--- src/rtl/lane_slot_scheduler.sv ---
// Purpose: shared pool of NSLOT falling-note slots for one piano lane (spawn, move, hit/miss retire, score counters).
// Latency: every output is a flop; effects of inputs appear one clk after the sampling edge.
// Backpressure: none; requests that find no free slot are dropped and flagged on sticky overflow.
//
// Ports: clk/rst_n (async active-low), restart (sync clear, top priority), start, stop_or_endgame (freeze),
//        tick (movement strobe), beat_cnt/note_req (chart), key_hit (player press);
//        slot_h/slot_valid (packed slot view for the renderer), hit_pulse/miss_pulse, overflow, hit_cnt/miss_cnt.
module lane_slot_scheduler #(
    parameter int NSLOT    = 4,
    parameter int SPAWN_H  = 120,
    parameter int BOTTOM_H = 720,
    parameter int HIT_LO   = 600,
    parameter int HIT_HI   = 680
) (
    input  logic                  clk,
    input  logic                  rst_n,
    input  logic                  restart,
    input  logic                  start,
    input  logic                  stop_or_endgame,
    input  logic                  tick,
    input  logic [6:0]            beat_cnt,
    input  logic                  note_req,
    input  logic                  key_hit,
    output logic [NSLOT*10-1:0]   slot_h,
    output logic [NSLOT-1:0]      slot_valid,
    output logic                  hit_pulse,
    output logic                  miss_pulse,
    output logic                  overflow,
    output logic [7:0]            hit_cnt,
    output logic [7:0]            miss_cnt
);

    localparam int         IW       = (NSLOT > 1) ? $clog2(NSLOT) : 1;
    localparam logic [9:0] SPAWN_V  = 10'(SPAWN_H);
    localparam logic [9:0] BOTTOM_V = 10'(BOTTOM_H);
    localparam logic [9:0] HIT_LO_V = 10'(HIT_LO);
    localparam logic [9:0] HIT_HI_V = 10'(HIT_HI);

    typedef enum logic [1:0] {IDLE, RUN, HOLD} state_t;

    state_t           state_q, state_d;
    logic [6:0]       pre_beat_q;
    logic [9:0]       h_q [NSLOT];
    logic [9:0]       h_d [NSLOT];
    logic [NSLOT-1:0] valid_q, valid_d;
    logic             hit_pulse_q, hit_pulse_d;
    logic             miss_pulse_q, miss_pulse_d;
    logic             overflow_q, overflow_d;
    logic [7:0]       hit_cnt_q, hit_cnt_d;
    logic [7:0]       miss_cnt_q, miss_cnt_d;

    logic             active;
    logic             beat_new;
    logic             spawn_req;
    logic             free_found;
    logic [IW-1:0]    free_idx;
    logic             hit_found;
    logic [IW-1:0]    hit_idx;
    logic [9:0]       best_h;
    logic             miss_any;
    logic [9:0]       h_inc;

    always_comb begin
        state_d      = state_q;
        h_d          = h_q;
        valid_d      = valid_q;
        hit_pulse_d  = 1'b0;
        miss_pulse_d = 1'b0;
        overflow_d   = overflow_q;
        hit_cnt_d    = hit_cnt_q;
        miss_cnt_d   = miss_cnt_q;
        miss_any     = 1'b0;
        h_inc        = '0;

        case (state_q)
            IDLE:    if (start) state_d = RUN;
            RUN:     if (stop_or_endgame) state_d = HOLD;
            HOLD:    if (!stop_or_endgame) state_d = RUN;
            default: state_d = IDLE;
        endcase

        // Freeze applies in the very cycle stop_or_endgame rises, not only once HOLD is reached.
        active    = (state_q == RUN) && !stop_or_endgame;
        beat_new  = beat_cnt > pre_beat_q;
        spawn_req = active && beat_new && note_req;

        // Lowest-index free slot from the registered mask, so a slot being hit this cycle is never reused.
        free_found = 1'b0;
        free_idx   = '0;
        for (int i = NSLOT - 1; i >= 0; i--) begin
            if (!valid_q[i]) begin
                free_found = 1'b1;
                free_idx   = IW'(i);
            end
        end

        // Tallest in-window slot; strict '>' keeps the lowest index on ties.
        hit_found = 1'b0;
        hit_idx   = '0;
        best_h    = '0;
        for (int i = 0; i < NSLOT; i++) begin
            if (valid_q[i] && (h_q[i] >= HIT_LO_V) && (h_q[i] <= HIT_HI_V) &&
                (!hit_found || (h_q[i] > best_h))) begin
                hit_found = 1'b1;
                hit_idx   = IW'(i);
                best_h    = h_q[i];
            end
        end

        if (active) begin
            for (int i = 0; i < NSLOT; i++) begin
                h_inc = h_q[i] + 10'd1;
                if (key_hit && hit_found && (hit_idx == IW'(i))) begin
                    valid_d[i] = 1'b0;
                    h_d[i]     = BOTTOM_V;
                end else if (spawn_req && free_found && (free_idx == IW'(i))) begin
                    valid_d[i] = 1'b1;
                    h_d[i]     = SPAWN_V;
                end else if (tick && valid_q[i] && (h_q[i] < BOTTOM_V)) begin
                    h_d[i] = h_inc;
                    if (h_inc == BOTTOM_V) begin
                        valid_d[i] = 1'b0;
                        miss_any   = 1'b1;
                    end
                end
            end

            hit_pulse_d  = key_hit && hit_found;
            miss_pulse_d = miss_any;
            if (hit_pulse_d && (hit_cnt_q != 8'hFF)) hit_cnt_d = hit_cnt_q + 8'd1;
            if (miss_any && (miss_cnt_q != 8'hFF))   miss_cnt_d = miss_cnt_q + 8'd1;
            if (spawn_req && !free_found)            overflow_d = 1'b1;
        end

        if (restart) begin
            state_d      = IDLE;
            valid_d      = '0;
            hit_pulse_d  = 1'b0;
            miss_pulse_d = 1'b0;
            overflow_d   = 1'b0;
            hit_cnt_d    = '0;
            miss_cnt_d   = '0;
            for (int i = 0; i < NSLOT; i++) h_d[i] = BOTTOM_V;
        end
    end

    always_ff @(posedge clk or negedge rst_n) begin
        if (!rst_n) begin
            state_q      <= IDLE;
            pre_beat_q   <= '0;
            valid_q      <= '0;
            hit_pulse_q  <= 1'b0;
            miss_pulse_q <= 1'b0;
            overflow_q   <= 1'b0;
            hit_cnt_q    <= '0;
            miss_cnt_q   <= '0;
            for (int i = 0; i < NSLOT; i++) h_q[i] <= BOTTOM_V;
        end else begin
            state_q      <= state_d;
            pre_beat_q   <= beat_cnt;
            valid_q      <= valid_d;
            hit_pulse_q  <= hit_pulse_d;
            miss_pulse_q <= miss_pulse_d;
            overflow_q   <= overflow_d;
            hit_cnt_q    <= hit_cnt_d;
            miss_cnt_q   <= miss_cnt_d;
            for (int i = 0; i < NSLOT; i++) h_q[i] <= h_d[i];
        end
    end

    for (genvar g = 0; g < NSLOT; g++) begin : g_pack
        assign slot_h[10*g +: 10] = h_q[g];
    end

    assign slot_valid = valid_q;
    assign hit_pulse  = hit_pulse_q;
    assign miss_pulse = miss_pulse_q;
    assign overflow   = overflow_q;
    assign hit_cnt    = hit_cnt_q;
    assign miss_cnt   = miss_cnt_q;

endmodule

--- config.mk ---
export PLATFORM = sky130hd
export DESIGN_NAME = lane_slot_scheduler
export DESIGN_NICKNAME = d
export VERILOG_FILES = /design/src/rtl/lane_slot_scheduler.sv
export SDC_FILE = /design/constraint.sdc
export NUM_CORES = 1
export LEC_CHECK = 0
export ABC_CLOCK_PERIOD_IN_PS = 7450
export CAP_MARGIN = 20
export CORE_MARGIN = 2
export CORE_UTILIZATION = 51
export DETAILED_ROUTE_END_ITERATION = 12
export GPL_TIMING_DRIVEN = 0
export HOLD_SLACK_MARGIN = 0.15
export PLACE_DENSITY = 0.86
export SLEW_MARGIN = 20
export SYNTH_ARGS = -nofsm -noshare
export SYNTH_HDL_FRONTEND = slang
export SYNTH_SLANG_ARGS = --single-unit
--- constraint.sdc ---
create_clock -name clk -period 7.45 [get_ports clk]
set_input_delay 1.49 -clock clk [delete_from_list [all_inputs] [get_ports clk]]
set_output_delay 1.49 -clock clk [all_outputs]
set_load 0.005 [all_outputs]
==> results of run 1 <==
## path summary, 6_finish.rpt
| path | from | end | slack (ns) | depth (start not counted) |
|---|---|---|---|---|
| max reg2reg | slot_h[9] | slot_h[17] | 0.24 | 30 |
| min | slot_h[9] | slot_h[9] | 0.53 | 1 |
| max | slot_h[9] | slot_h[17] | 0.24 | 30 |
| min reg2reg | slot_h[9] | slot_h[9] | 0.53 | 1 |
| min in group asynchronous | rst_n | slot_h[23] | 1.09 | 1 |
| max in group asynchronous | rst_n | slot_h[17] | 5.71 | 2 |
## metrics by stage
step / hold WS [ns] / instance area [µm²]
floorplan: 0.490 / 5870
global placement: 0.482 / 6820
detailed placement: 0.518 / 6840
CTS: 0.527 / 7190
global route: 0.543 / 7350
finish: 0.526 / 7350
## timing repair
| action | 4_1_cts | 5_1_grt |
|---|---|---|
| endpoints found under the hold margin | 0 | 0 |
| setup buffers | 1 | 8 |
| setup endpoints to repair | 43 | 43 |
| pin swaps | 1 | 9 |
| cloned | 0 | 0 |
| gates resized for setup | 10 | 21 |
## state kept, by name, indices dropped and copies added, names as in the netlist
name        cells
hit_cnt         8
slot_h         40
miss_pulse      1
state_q         2
overflow        1
slot_valid      4
hit_pulse       1
pre_beat_q      7
miss_cnt        8
## layout make-up
cell class              instances  area (µm²)
plain buffers                  36         201
clock inverters                 7        77.6
well taps                     143         179
inverters                      41         154
fillers                       960        3970
flip-flops and latches         72        1820
multi-input cells             542        3830
clock buffers                   9         225
repair buffers                 87         856
## power groups by stage
stage,clock [mW],combinational (mW),sequential [mW]
2_1_floorplan,0,0.0521,0.412
5_1_grt,0.473,0.113,0.409
6_report,0.452,0.103,0.408
3_5_place_dp,0,0.0983,0.414
4_1_cts,0.456,0.0997,0.408
3_3_place_gp,0,0.0933,0.414
## logic make-up after synthesis
family	share of synthesized area, %
AO/OA/AOI/OAI	23.2
XOR/XNOR	1.64
adder cells (fa/ha/maj)	10.0
buffers and inverters	5.72
flip-flops	31.1
multiplexers	4.18
other	0.0640
AND/OR/NAND/NOR	24.1
## synthesized netlist by cell type (all sizes together), types with 12 or more instances
cell type / count / area [µm²]
a211oi: 12 / 95.1
inv: 41 / 154
and3: 15 / 93.8
buf: 20 / 120
nor4: 15 / 93.8
ha: 47 / 588
nand3: 30 / 150
nand4: 13 / 81.3
nand2: 58 / 218
o21ai: 34 / 170
dfrtp: 56 / 1400
clkbuf: 16 / 61.3
dfstp: 16 / 420
mux2: 17 / 195
nor2: 58 / 218
nor3: 28 / 145
a21oi: 44 / 235
## per-layer routing
metal	share of wire (%)	vias to the layer above	global-route usage [%]
li1	-	2773	-
met3	8.3	77	5.36
met5	0	-	0
met2	47	341	48.3
met1	40	2939	39.2
met4	4.7	0	17.9
## layout by cell type (no fill, tap or decap), drive strengths merged, types with 5 or more instances in the layout
master / count
buf: 30
dfrtp: 56
nor2: 58
a31o: 6
mux2: 17
mux2i: 5
clkdlybuf4s50: 76
nand4: 13
and2: 7
nor3: 28
nand2b: 10
a21o: 9
nand3: 30
nor4: 15
nor2b: 10
clkbuf: 26
a31oi: 9
a211oi: 12
a211o: 6
dfstp: 16
inv: 43
a21oi: 44
nor3b: 7
and3: 15
nand2: 58
o21ai: 34
xnor2: 9
ha: 47
==> results.md, run 1 <==
* Outcome: finished clean
* Post-Synthesis Cell Area at 0.00586 mm²
* Crit start category: flip-flop
* CP max-delay cell: dfstp_2
* Initial Util at 51.8%
* Sequential-to-total area share from yosys stat at 31.1%
* Final Wtd Congestion at 0.963
* Syn. warnings at 0
* Initial antenna violation count at 0
* Row count at 39
* Peak supply drop at 0.176 mV
* Setup ws final at 0.238 ns
* Comb pwr share at 10.7%
* First-pass GRT wire length at 30.3 mm
* Post-layout total power at 0.964 mW
* Clock transition at path regs at 0.06 ns
* Final Cycle Share at 96.8%
* Static leakage at 2.94 nW
* Sw frac at 27.3%
* Setup TNS at 0 ns
* H-tree level count at 3
* I/O pin count at 78
* Num CTS Buffers at 9
* Crit-path leading delay family: compound AO/OA/AOI/OAI gates
* Routed WL at 18.9 mm
* Routed via count at 6,130
* Share of power burned in registers at 42.3%
* Mean post-synth cell area at 8.51 µm²
* Die Height at 111 µm
* HPWL after detailed placement at 13.8 mm
* Placed Cells at 912
* CP most frequent cell: ha_1
* Setup violators final at 0
* Die area at 0.0124 mm²
* Critical path capture point type: flip-flop
* Util after Layout at 64.9%
* Worst Path Required at 7.73 ns
* Rel. slew slack at 37.5%
* CTS tree: done
* Overflow after GRT at 0
* Antenna Violating Nets Remaining at 0
* Asr flop ratio synth at 100%
* Fin. Hold Viols at 0
* EDFF count, synth at 0
* Crit Path Class: reg2reg
* DR vias/cell at 6.54
* Worst-Margin Slew at 0.928 ns
* Clock Skew at 0.0106 ns
* Most used DFF post-synth: dfrtp_1
* Max incr delay on CP at 0.58 ns
* Hold Crit Class: reg2reg
* GRT Overall Usage at 30.5%
* Final min period at 7.21 ns
* Port Buf Inserts at 77
* Fmax at 139 MHz
* Drt initial violations at 567
* Clk sink count at 72
* DR DRC count at 0
* Largest net degree at the start of global routing at 39
* Cts-stage hold buffer count at 0
* Root buffer cell: clkbuf_16
* Final Max Tran Viols at 0
* Wire per inst at 20.2 µm
* Post-synthesis cell count at 689
* Core Box Area at 0.0113 mm²
* Nets at 851
* Fin cells at 937
* WP buf/inv at 4
* P_int at 0.701 mW
* Die width at 111 µm
* Critical path arrival at 7.49 ns
* Power Density at 131 mW/mm²
* Diode count at 0
* Max-cap violations at 0
* P_sw at 0.263 mW
* Vias in the first global route at 6,017
* Netlist cell types at 88
* Place WS at -0.897 ns
* Clk_lat worst skew at 0.35 ns
* Drt pass-1 iters at 5
* Share of layout cells above drive strength 1 at 14.5%
* Synthesis-to-layout area growth at 25.3%
* CP max FO at 10
* Synth Register Bits at 72
* Max Buffers Root-to-Sink at 2
* Clock Power Share at 46.9%
Note: power is estimated with default switching activity, not from simulation.
==> run 2: changes to the inputs <==
--- a/config.mk
+++ b/config.mk
@@ -5,14 +5,15 @@
 export SDC_FILE = /design/constraint.sdc
 export NUM_CORES = 1
 export LEC_CHECK = 0
-export ABC_CLOCK_PERIOD_IN_PS = 7450
+export ABC_CLOCK_PERIOD_IN_PS = 8100
 export CAP_MARGIN = 20
+export CORE_ASPECT_RATIO = 2
 export CORE_MARGIN = 2
-export CORE_UTILIZATION = 51
+export CORE_UTILIZATION = 55
 export DETAILED_ROUTE_END_ITERATION = 12
 export GPL_TIMING_DRIVEN = 0
 export HOLD_SLACK_MARGIN = 0.15
-export PLACE_DENSITY = 0.86
+export PLACE_DENSITY = 0.88
 export SLEW_MARGIN = 20
 export SYNTH_ARGS = -nofsm -noshare
 export SYNTH_HDL_FRONTEND = slang
==> constraint.sdc (replaced) <==
create_clock -name clk -period 8.1 [get_ports clk]
set_input_delay 1.62 -clock clk [delete_from_list [all_inputs] [get_ports clk]]
set_output_delay 1.62 -clock clk [all_outputs]
set_load 0.05 [all_outputs]
==> results.md, run 2 (same netlist as run 1, synthesis figures left out) <==
* Outcome: finished clean
* Num CTS Buffers at 9
* Crit start category: flip-flop
* CTS tree: done
* Fmax at 128 MHz
* H-tree level count at 3
* Max incr delay on CP at 0.57 ns
* Static leakage at 2.87 nW
* Area occupied by multi-input gates at 0.00374 mm²
* Nets at 843
* CP max-delay cell: dfstp_2
* Synthesis-to-layout area growth at 22.9%
* Drt initial violations at 520
* Share of layout cells above drive strength 1 at 12.0%
* DR DRC count at 0
* Routed WL at 19.3 mm
* # fillers at 880
* Crit Path Class: reg2reg
* Worst Setup EP: slot_h[2]
* Die Height at 150 µm
* Core Box Area at 0.0105 mm²
* Clk sink count at 72
* Wire per inst at 20.9 µm
* Root buffer cell: clkbuf_16
* GRT Overall Usage at 33.3%
* Seq. cell area at 0.00182 mm²
* CP max FO at 10
* Worst Path Required at 8.33 ns
* Antenna Violating Nets Remaining at 0
* Final min period at 7.84 ns
* Critical path capture point type: flip-flop
* Max Buffers Root-to-Sink at 2
* Setup crit start: slot_h[4]
* Vias in the first global route at 6,060
* Fin. Hold Viols at 0
* Initial Util at 55.9%
* Row count at 53
* Critical path arrival at 8.07 ns
* Final Cell Area at 0.00720 mm²
* Hold Crit Class: reg2reg
* RSZ-0062 raised after global routing: no
* Initial antenna violation count at 0
* First-pass GRT wire length at 30.2 mm
* Critical R2R Capture: slot_h[2]
* Port Buf Inserts at 77
* Power Density at 129 mW/mm²
* Die area at 0.0116 mm²
* Max reg flops at 40
* Clock transition at path regs at 0.06 ns
* Die width at 77 µm
* Drt pass-1 iters at 5
* DR vias/cell at 6.71
* Most frequent cells in the layout: 76 x clkdlybuf4s50_1, 58 x nand2_1, 58 x nor2_1, 56 x dfrtp_1, 47 x ha_1
* Max-cap violations at 0
* Final Wtd Congestion at 0.993
* I/O pin count at 78
* Diode count at 0
* Final Max Tran Viols at 0
* Critical R2R Launch: slot_h[4]
* Post-layout total power at 0.931 mW
* Clock Skew at 0.00749 ns
* Commonest non-fill, non-tap cell in the layout: clkdlybuf4s50_1
* Util after Layout at 68.8%
* Internal reg-to-reg setup slack at 0.26 ns
* Setup violators final at 0
* Overflow after GRT at 0
* Worst hold slack at 0.536 ns
* Largest net degree at the start of global routing at 51
* Placed cell areas at 0.00684 mm²
* Peak supply drop at 0.112 mV
* Rel. slew slack at 20.3%
* Clk_lat worst skew at 0.35 ns
* Routed via count at 6,189
* Final Cycle Share at 96.8%
* Worst-Margin Slew at 1.19 ns
* HPWL after detailed placement at 14.5 mm
* Reg2Reg Depth at 29
run 2: changes by cell type in the layout (fill, tap and decap cells not counted), moves of 3 or more:
| cell | previous run | this run |
|---|---|---|
| buf_2 | 7 | 10 |
| a21oi_2 | 5 | 1 |
| buf_4 | 16 | 6 |
| a211oi_1 | 8 | 11 |
| a211oi_2 | 4 | 1 |
| a21oi_1 | 38 | 42 |
run 2: per-layer routing:
layer	part of all wire [%]	global-route usage (%)	vias up	wire length, µm
li1	-	-	2755	-
met1	35	32.8	2935	6680
met2	51	59.0	369	9760
met3	7.0	7.72	130	1350
met4	7.9	26.5	0	1530
met5	0	0	-	0
run 2: through the flow:
step / setup slack (ns) / std cells / setup TNS (ns)
2_1_floorplan: 0.936 / 691 / 0
3_3_place_gp: 0.0815 / 905 / 0
3_5_place_dp: -0.112 / 906 / -0.179
4_1_cts: 0.0395 / 923 / 0
5_1_grt: 0.0150 / 923 / 0
6_report: 0.261 / 923 / 0
run 2: worst min path at each step:
| stage | start | endpoint | slack [ns] | cells past startpoint |
|---|---|---|---|---|
| 3_3_place_gp | slot_h[19] | slot_h[19] | 0.53 | 2 |
| 6_report | slot_h[9] | slot_h[9] | 0.54 | 1 |
| 3_5_place_dp | slot_h[9] | slot_h[9] | 0.53 | 1 |
| 4_1_cts | slot_h[9] | slot_h[9] | 0.54 | 1 |
| 5_1_grt | slot_h[9] | slot_h[9] | 0.55 | 1 |
| 2_1_floorplan | state_q[0] | state_q[1] | 0.56 | 2 |
run 2: area by class of cell:
| cell class | instances | share of cell area, % |
|---|---|---|
| buffer | 36 | 2.59 |
| clock buffer | 9 | 3.13 |
| clock inverter | 7 | 1.41 |
| inverter | 41 | 2.14 |
| multi-input combinational | 542 | 51.9 |
| sequential | 72 | 25.3 |
| tap | 137 | 2.38 |
| timing repair buffer | 79 | 11.1 |
run 2: timing repair:
item,CTS,global route
pin swaps,1,0
gates resized for setup,1,7
buffers inserted,1,0
setup endpoints to repair,9,41
hold buffers,0,0
run 2: power by group:
part           switching, mW  total, mW  internal, mW
sequential           0.00834      0.375         0.367
clock                  0.176      0.448         0.273
combinational         0.0715      0.108        0.0361
total                  0.256      0.931         0.676
run 2: critical path, delay by kind of cell (launching register included):
family                   cells  cell delay, ns
AO/OA/AOI/OAI               19            4.69
adder cells (fa/ha/maj)      3            0.88
buffers and inverters        4            0.88
flip-flops                   1            0.57
multiplexers                 1            0.37
AND/OR/NAND/NOR              2            0.30
